File: src/rtl/legv8_flags_pkg.sv
// Shared LEGv8 NZCV flag definitions: bit positions, B.cond codes and the
// condition evaluator used by the status register bank.
package legv8_flags_pkg;

  localparam int FLAG_N = 3;
  localparam int FLAG_Z = 2;
  localparam int FLAG_V = 1;
  localparam int FLAG_C = 0;

  localparam logic [3:0] COND_EQ = 4'h0;
  localparam logic [3:0] COND_NE = 4'h1;
  localparam logic [3:0] COND_HS = 4'h2;
  localparam logic [3:0] COND_LO = 4'h3;
  localparam logic [3:0] COND_MI = 4'h4;
  localparam logic [3:0] COND_PL = 4'h5;
  localparam logic [3:0] COND_VS = 4'h6;
  localparam logic [3:0] COND_VC = 4'h7;
  localparam logic [3:0] COND_HI = 4'h8;
  localparam logic [3:0] COND_LS = 4'h9;
  localparam logic [3:0] COND_GE = 4'hA;
  localparam logic [3:0] COND_LT = 4'hB;
  localparam logic [3:0] COND_GT = 4'hC;
  localparam logic [3:0] COND_LE = 4'hD;
  localparam logic [3:0] COND_AL = 4'hE;
  localparam logic [3:0] COND_NV = 4'hF;

  function automatic logic cond_eval(input logic [3:0] cond, input logic [3:0] flags);
    logic n, z, v, c, r;
    n = flags[FLAG_N];
    z = flags[FLAG_Z];
    v = flags[FLAG_V];
    c = flags[FLAG_C];
    case (cond)
      COND_EQ: r = z;
      COND_NE: r = ~z;
      COND_HS: r = c;
      COND_LO: r = ~c;
      COND_MI: r = n;
      COND_PL: r = ~n;
      COND_VS: r = v;
      COND_VC: r = ~v;
      COND_HI: r = c & ~z;
      COND_LS: r = ~(c & ~z);
      COND_GE: r = (n == v);
      COND_LT: r = (n != v);
      COND_GT: r = ~z & (n == v);
      COND_LE: r = ~(~z & (n == v));
      default: r = 1'b1; // AL and NV both always taken
    endcase
    return r;
  endfunction

endpackage

File: src/rtl/status_reg_bank_flag_stack.sv
// LIFO save/restore stack for NZCV flags with exchange support and sticky
// {overflow, underflow} error bits.
module flag_stack
  import legv8_flags_pkg::*;
#(
  parameter int STK_DEPTH = 4,
  parameter int PTR_W     = $clog2(STK_DEPTH + 1)
) (
  input  logic             clk,
  input  logic             rst,
  input  logic             push,
  input  logic             pop,
  input  logic [3:0]       push_data,
  input  logic             clear_err,
  output logic [3:0]       pop_data,
  output logic             pop_ok,
  output logic [PTR_W-1:0] level,
  output logic             full,
  output logic             empty,
  output logic [1:0]       err
);

  logic [3:0]       entries_q [STK_DEPTH];
  logic [3:0]       entries_d [STK_DEPTH];
  logic [PTR_W-1:0] level_q, level_d;
  logic [1:0]       err_q, err_d;
  logic             xchg, do_push, do_pop, ovf, udf;

  always_comb begin
    empty   = (level_q == '0);
    full    = (level_q == PTR_W'(STK_DEPTH));
    xchg    = push & pop & ~empty;
    do_push = push & ~full & ~(pop & ~empty);
    do_pop  = pop & ~push & ~empty;
    ovf     = push & ~pop & full;
    udf     = pop & empty;

    pop_data = '0;
    for (int i = 0; i < STK_DEPTH; i++)
      if (PTR_W'(i + 1) == level_q) pop_data = entries_q[i];

    entries_d = entries_q;
    for (int i = 0; i < STK_DEPTH; i++) begin
      if (xchg && PTR_W'(i + 1) == level_q) entries_d[i] = push_data;
      if (do_push && PTR_W'(i) == level_q)  entries_d[i] = push_data;
    end

    level_d = level_q;
    if (do_push)     level_d = level_q + PTR_W'(1);
    else if (do_pop) level_d = level_q - PTR_W'(1);

    // an error raised in the same cycle as clear_err survives the clear
    err_d = clear_err ? {ovf, udf} : (err_q | {ovf, udf});
  end

  always_ff @(posedge clk or posedge rst) begin
    if (rst) begin
      for (int i = 0; i < STK_DEPTH; i++) entries_q[i] <= '0;
      level_q <= '0;
      err_q   <= '0;
    end else begin
      entries_q <= entries_d;
      level_q   <= level_d;
      err_q     <= err_d;
    end
  end

  assign pop_ok = pop & ~empty;
  assign level  = level_q;
  assign err    = err_q;

endmodule

File: src/rtl/status_reg_bank.sv
// Multi-context NZCV status register bank with save stack and registered
// B.cond evaluation. Define STATUS_REG_BANK_BYPASS_EN to forward same-cycle flags.
module status_reg_bank
  import legv8_flags_pkg::*;
#(
  parameter int NUM_CTX   = 2,
  parameter int STK_DEPTH = 4,
  parameter int CTX_W     = (NUM_CTX > 1) ? $clog2(NUM_CTX) : 1,
  parameter int PTR_W     = $clog2(STK_DEPTH + 1)
) (
  input  logic             clk,
  input  logic             rst,
  input  logic [CTX_W-1:0] ctx_sel,
  input  logic [3:0]       flags_in,
  input  logic             upd_en,
  input  logic [3:0]       upd_mask,
  input  logic             push,
  input  logic             pop,
  input  logic [3:0]       cond,
  input  logic             cond_valid,
  input  logic             clear_err,
  output logic [3:0]       flags_out,
  output logic             cond_taken,
  output logic             cond_taken_valid,
  output logic [PTR_W-1:0] stk_level,
  output logic             stk_full,
  output logic             stk_empty,
  output logic [1:0]       stk_err
);

  logic [3:0] ctx_q [NUM_CTX];
  logic [3:0] ctx_d [NUM_CTX];
  logic       cond_taken_q, cond_taken_d;
  logic       cond_taken_valid_q, cond_taken_valid_d;

  logic       sel_ok;
  logic [3:0] cur_flags, upd_val, sel_nxt, eval_flags;
  logic [3:0] stk_pop_data;
  logic       stk_pop_ok;

  flag_stack #(
    .STK_DEPTH(STK_DEPTH),
    .PTR_W    (PTR_W)
  ) u_stack (
    .clk      (clk),
    .rst      (rst),
    .push     (push & sel_ok),
    .pop      (pop & sel_ok),
    .push_data(cur_flags),
    .clear_err(clear_err),
    .pop_data (stk_pop_data),
    .pop_ok   (stk_pop_ok),
    .level    (stk_level),
    .full     (stk_full),
    .empty    (stk_empty),
    .err      (stk_err)
  );

  always_comb begin
    sel_ok = (int'(ctx_sel) < NUM_CTX);

    // out-of-range selects read context 0
    cur_flags = ctx_q[0];
    for (int i = 0; i < NUM_CTX; i++)
      if (sel_ok && CTX_W'(i) == ctx_sel) cur_flags = ctx_q[i];

    upd_val = (cur_flags & ~upd_mask) | (flags_in & upd_mask);

    if (stk_pop_ok)  sel_nxt = stk_pop_data;
    else if (upd_en) sel_nxt = upd_val;
    else             sel_nxt = cur_flags;

    ctx_d = ctx_q;
    for (int i = 0; i < NUM_CTX; i++)
      if (sel_ok && CTX_W'(i) == ctx_sel) ctx_d[i] = sel_nxt;

`ifdef STATUS_REG_BANK_BYPASS_EN
    eval_flags = sel_ok ? sel_nxt : cur_flags;
`else
    eval_flags = cur_flags;
`endif

    cond_taken_d       = cond_valid ? cond_eval(cond, eval_flags) : cond_taken_q;
    cond_taken_valid_d = cond_valid;
  end

  always_ff @(posedge clk or posedge rst) begin
    if (rst) begin
      for (int i = 0; i < NUM_CTX; i++) ctx_q[i] <= '0;
      cond_taken_q       <= 1'b0;
      cond_taken_valid_q <= 1'b0;
    end else begin
      ctx_q              <= ctx_d;
      cond_taken_q       <= cond_taken_d;
      cond_taken_valid_q <= cond_taken_valid_d;
    end
  end

  assign flags_out        = eval_flags;
  assign cond_taken       = cond_taken_q;
  assign cond_taken_valid = cond_taken_valid_q;

endmodule

File: config.mk
export PLATFORM = sky130hd
export DESIGN_NAME = status_reg_bank
export DESIGN_NICKNAME = d
export VERILOG_FILES = /design/src/rtl/legv8_flags_pkg.sv /design/src/rtl/status_reg_bank_flag_stack.sv /design/src/rtl/status_reg_bank.sv
export SDC_FILE = /design/constraint.sdc
export NUM_CORES = 1
export LEC_CHECK = 0
export ABC_AREA = 0
export ABC_CLOCK_PERIOD_IN_PS = 3650
export CAP_MARGIN = 20
export CORE_UTILIZATION = 54
export CTS_CLUSTER_DIAMETER = 120
export DETAILED_ROUTE_END_ITERATION = 12
export GPL_ROUTABILITY_DRIVEN = 0
export PLACE_DENSITY = 0.81
export SETUP_SLACK_MARGIN = 0.5
export SLEW_MARGIN = 5
export SYNTH_ARGS = -nofsm -noshare
export SYNTH_HDL_FRONTEND = slang
export SYNTH_HIERARCHICAL = 1
export SYNTH_SLANG_ARGS = --single-unit
File: constraint.sdc
create_clock -name clk -period 3.65 [get_ports clk]
set_clock_uncertainty 0.15 [all_clocks]
set_input_delay 1.095 -clock clk [delete_from_list [all_inputs] [get_ports clk]]
set_output_delay 1.095 -clock clk [all_outputs]
set_load 0.05 [all_outputs]
After elaboration in Yosys (flattened, before gate mapping):

Cells that the tools add are included.

* bits in registers: 31
* bits in latches: 0
* memory bits (writable): 0
* ROM bits: 0
* input port bits: 20
* output and inout bits: 13
* memories: 0

* add/subtract/negate cells: 2
* $mul: 0
* divide/modulo/power cells: 0
* order comparisons: 0
* equal/unequal tests: 20
* shift operators: 0
* muxes and demuxes: 19
* bitwise operators: 28
* reduce and logical (&&, ||, !) cells: 15

Operators with widths (number)
* $mux 4: 15
* $eq 4x4->1 const B: 6
* $eq 4x3->1 const B: 4
* $pmux 1 s14: 1
* $and 1x1->1: 12
* $not 1->1: 11
* $reduce_bool 2->1: 5
* $and 4x4->4: 2
* $eq 4x2->1 const B: 2
* $logic_and 1x1->1: 8
* $eq 2x3->1 const A: 2
* $mux 3: 2
* $eq 4x1->1 const B: 1
* $logic_not 4->1: 1
* $not 4->4: 1
* $or 4x4->4: 1
* $add 3x1->3 const B: 1
* $eq 1x3->1 const A: 1
* $eq 3x3->1 const A: 1
* $eq 3x3->1 const B: 1
* $logic_not 3->1: 1
* $sub 3x1->3 const B: 1
* $mux 2: 1
* $or 2x2->2: 1
* other kinds (2): 2

Logic depth before layout (Yosys ltp):

* depth in word-level cells: 7
* gate-level depth with buffers: 9

Cells and area by module:

Netlist, hierarchy kept.

By module, submodules not included
* flag_stack: instances 1, cells an instance 119, area each 1229.9 µm², seq. area each 525.5 µm²
* status_reg_bank: instances 1, cells an instance 80, area each 713.2 µm², seq. area each 250.2 µm²

Worst setup path after synthesis:

OpenSTA, ideal clock, no wires.

* path kind: input-to-output
* start point: input ctx_sel
* end point: output flags_out[0]
* arrival: 1.767 ns
* required time: 2.405 ns
* slack: 0.638 ns
* stages on the path: 2
* path through: buf_2 mux2_2

* cells in the longest elaborated chain, start to end: 1

Ends and longest elaborated chain
* start: declaration: line status_reg_bank.sv:13 `input logic [CTX_W-1:0] ctx_sel,`
* $mux 4: line status_reg_bank.sv:65 `if (sel_ok && CTX_W'(i) == ctx_sel) cur_flags = ctx_q[i];`
* end: declaration: line status_reg_bank.sv:22 `output logic [3:0] flags_out,`

No other way between the ends.

Final worst setup path:

Ends and elaborated chain as after synthesis.

==> out/metrics.csv <==
metric;value;unit
status;completed;
Ant. Diodes;0;
Final Util;71.9;%
Fin Setup TNS;0;ns
Synth Register Bits;31;
Switching Share;44.6;%
FMAX;0.320;GHz
worst hold path class;flip-flop to flip-flop;
Final Net Count;264;
area grow syn2layout;25.4;%
clock group share of total power;9.4;%
Post-synth EDFFs;0;
fraction of layout cells with a size suffix above 1;21.9;%
core area;3390;um2
Post-Syn Area;1940;um2
Sequential Power Share;32.7;%
effective utilization at floorplan;57.3;%
# port buffers;32;
Clock transition at path regs;0.09;ns
Psw;851;uW
Setup Viol. Count Final;0;
number of global-route vias before repair;1462;
final wirelength;4520;um
Async S/R FF share, synth;100;%
Die Width;62.0;um
Slew Viols, Final;0;
most common cell in the synthesized netlist;dfrtp_1;
period utilisation layout;85.5;%
Static Leak;1.11;nW
critical path startpoint category;input pin;
worst-path fanout max;6;
initial antenna violation count;0;
endpoint type of the worst setup path;output pin;
Internal Power;1.06;mW
Syn Inst Count;199;
PwrDens;783;nW/um2
max capacitance violation total;0;
DRC violations left;0;
Clock Tree Buf Depth;2;
largest area contributor in the netlist;dfrtp_1;
# hold bufs at CTS;0;
hold_sp;u_stack/entries_q[11]$_DFFE_PP0P_;
first-pass GRT wire length;6930;um
syn_nets;225;
register area share after synthesis;39.9;%
most frequent cells after synthesis;dfrtp_1, a21oi_1, nor2_1, mux2_2, nand2_1;
Max H-tree Level;2;
vias post-DR;1623;
Worst EP arrival;1.88;ns
final hold violation count;0;
Antenna Nets Post-Route;0;
post-detail-place hpwl;3160;um
total grt overflow;0;
Die Y;62.0;um
All-Layer GR Usage;26.2;%
Worst slew margin;47.5;%
Logic pwr share;58.0;%
kind of critical path;input pin to output pin;
Worst-Margin Slew;0.787;ns
# rows;21;
later-pin clock latency in the skew report;0.33;ns
top cell type's share of synthesized area;39.9;%
top cells by area, synth;dfrtp_1, mux2_2, a21oi_1, ha_1, mux2_4;
Top FF cell, synth;dfrtp_1;
CTS tree;built;
Max rail drop VDD;0.000496;V
die area;3840;um2
Root Driver;clkbuf_4;
Ports;33;
CTS Buf Count;5;
WP data required;2.40;ns
syn_area_per_cell;9.76;um2
RSZ-0062 raised after global routing;no;
router iterations before antenna repair;4;
DR vias/cell;5.73;
pin count of the biggest net entering global routing;22;
critical path startpoint;ctx_sel;
initial DRC count;109;
Tmin final;3.12;ns
Sinks on Clock Net;31;
per-cell routed wire length;16.0;um
Worst R2R Start;u_stack/level[2]$_DFFE_PP0P_;
Synth Warn #;6;
post-synth cell types;39;
-- final timing paths --
path                                                      to  slack (ns)  cells past startpoint
max                                             flags_out[0]        0.53                      4
min                        u_stack/entries_q[11]$_DFFE_PP0P_        0.37                      1
max reg2reg                             ctx_q[3]$_DFFE_PP0P_        1.39                      8
min reg2reg                u_stack/entries_q[11]$_DFFE_PP0P_        0.37                      1
max in group asynchronous       u_stack/level[0]$_DFFE_PP0P_        1.76                      2
min in group asynchronous               ctx_q[6]$_DFFE_PP0N_        0.92                      2
-- state kept, by name, summed over array words and instances, names as in the netlist --
register and count:
cond_taken 1, cond_taken_valid 1, u_stack/err 2, u_stack/entries_q 16, ctx_q 8, u_stack/level 3
-- layout make-up --
| type | instances | area (um2) |
|---|---|---|
| inverters | 15 | 56.3 |
| clock buffers | 6 | 41.3 |
| multi-input cells | 143 | 1050 |
| flip-flops and latches | 31 | 776 |
| fillers | 268 | 953 |
| repair buffers | 42 | 452 |
| well taps | 46 | 57.6 |
-- stage by stage --
stage	std cells	cell area [um2]	hold slack [ns]	setup WS (ns)	total power, mW
floorplan	199	1940	0.330	0.638	1.39
global placement	275	2320	0.341	0.0809	1.67
detailed placement	275	2320	0.346	0.0779	1.70
CTS	283	2450	0.367	0.503	1.91
global route	283	2440	0.381	0.507	2.03
finish	283	2440	0.365	0.530	1.91
-- logic make-up (layout without fill, tap and decap cells) --
group                      count (synthesis)  after routing  synth area share, %
buffers and inverters                     25             63                 6.05
muxes                                     29             29                 17.9
and+or+nand+nor                           57             57                 14.7
AOI/OAI and AO/OA                         45             45                 14.7
DFF                                       31             31                 39.9
xor gates and xnor gates                   5              5                 2.25
adders and majority gates                  7              7                 4.38
-- routing by layer --
metal,global-route usage [%],vias to the layer above,wire length (um)
li1,-,767,-
met1,36.4,786,2060
met4,14.3,0,100
met3,6.83,11,256
met2,37.1,59,2100
met5,0,-,0
-- power groups by stage --
stage / sequential [mW] / clock, mW / combinational (mW)
6_report: 0.623 / 0.179 / 1.11
5_1_grt: 0.639 / 0.200 / 1.19
4_1_cts: 0.618 / 0.184 / 1.11
3_5_place_dp: 0.624 / 0 / 1.07
3_3_place_gp: 0.621 / 0 / 1.05
2_1_floorplan: 0.670 / 0 / 0.716
-- layout by cell type, fill, tap and decap left out, drive strengths merged, types with 7 or more instances in the layout --
cell           instances
inv                   15
dfrtp                 31
mux2i                  7
mux2                  21
clkbuf                 7
nand2                 16
clkdlybuf4s50         25
nor2                  18
buf                   14
a21oi                 27
-- critical path, stage by stage --
cell	delay [ns]
buf_2	0.14
buf_12	0.13
mux2_2	0.35
buf_6	0.16
-- repair_timing --
item,CTS,global route
setup buffers,0,0
resized for setup,15,3
pin swaps,0,0
setup endpoints to repair,6,2
gates cloned,2,0
(Power assumes the default switching activity.)
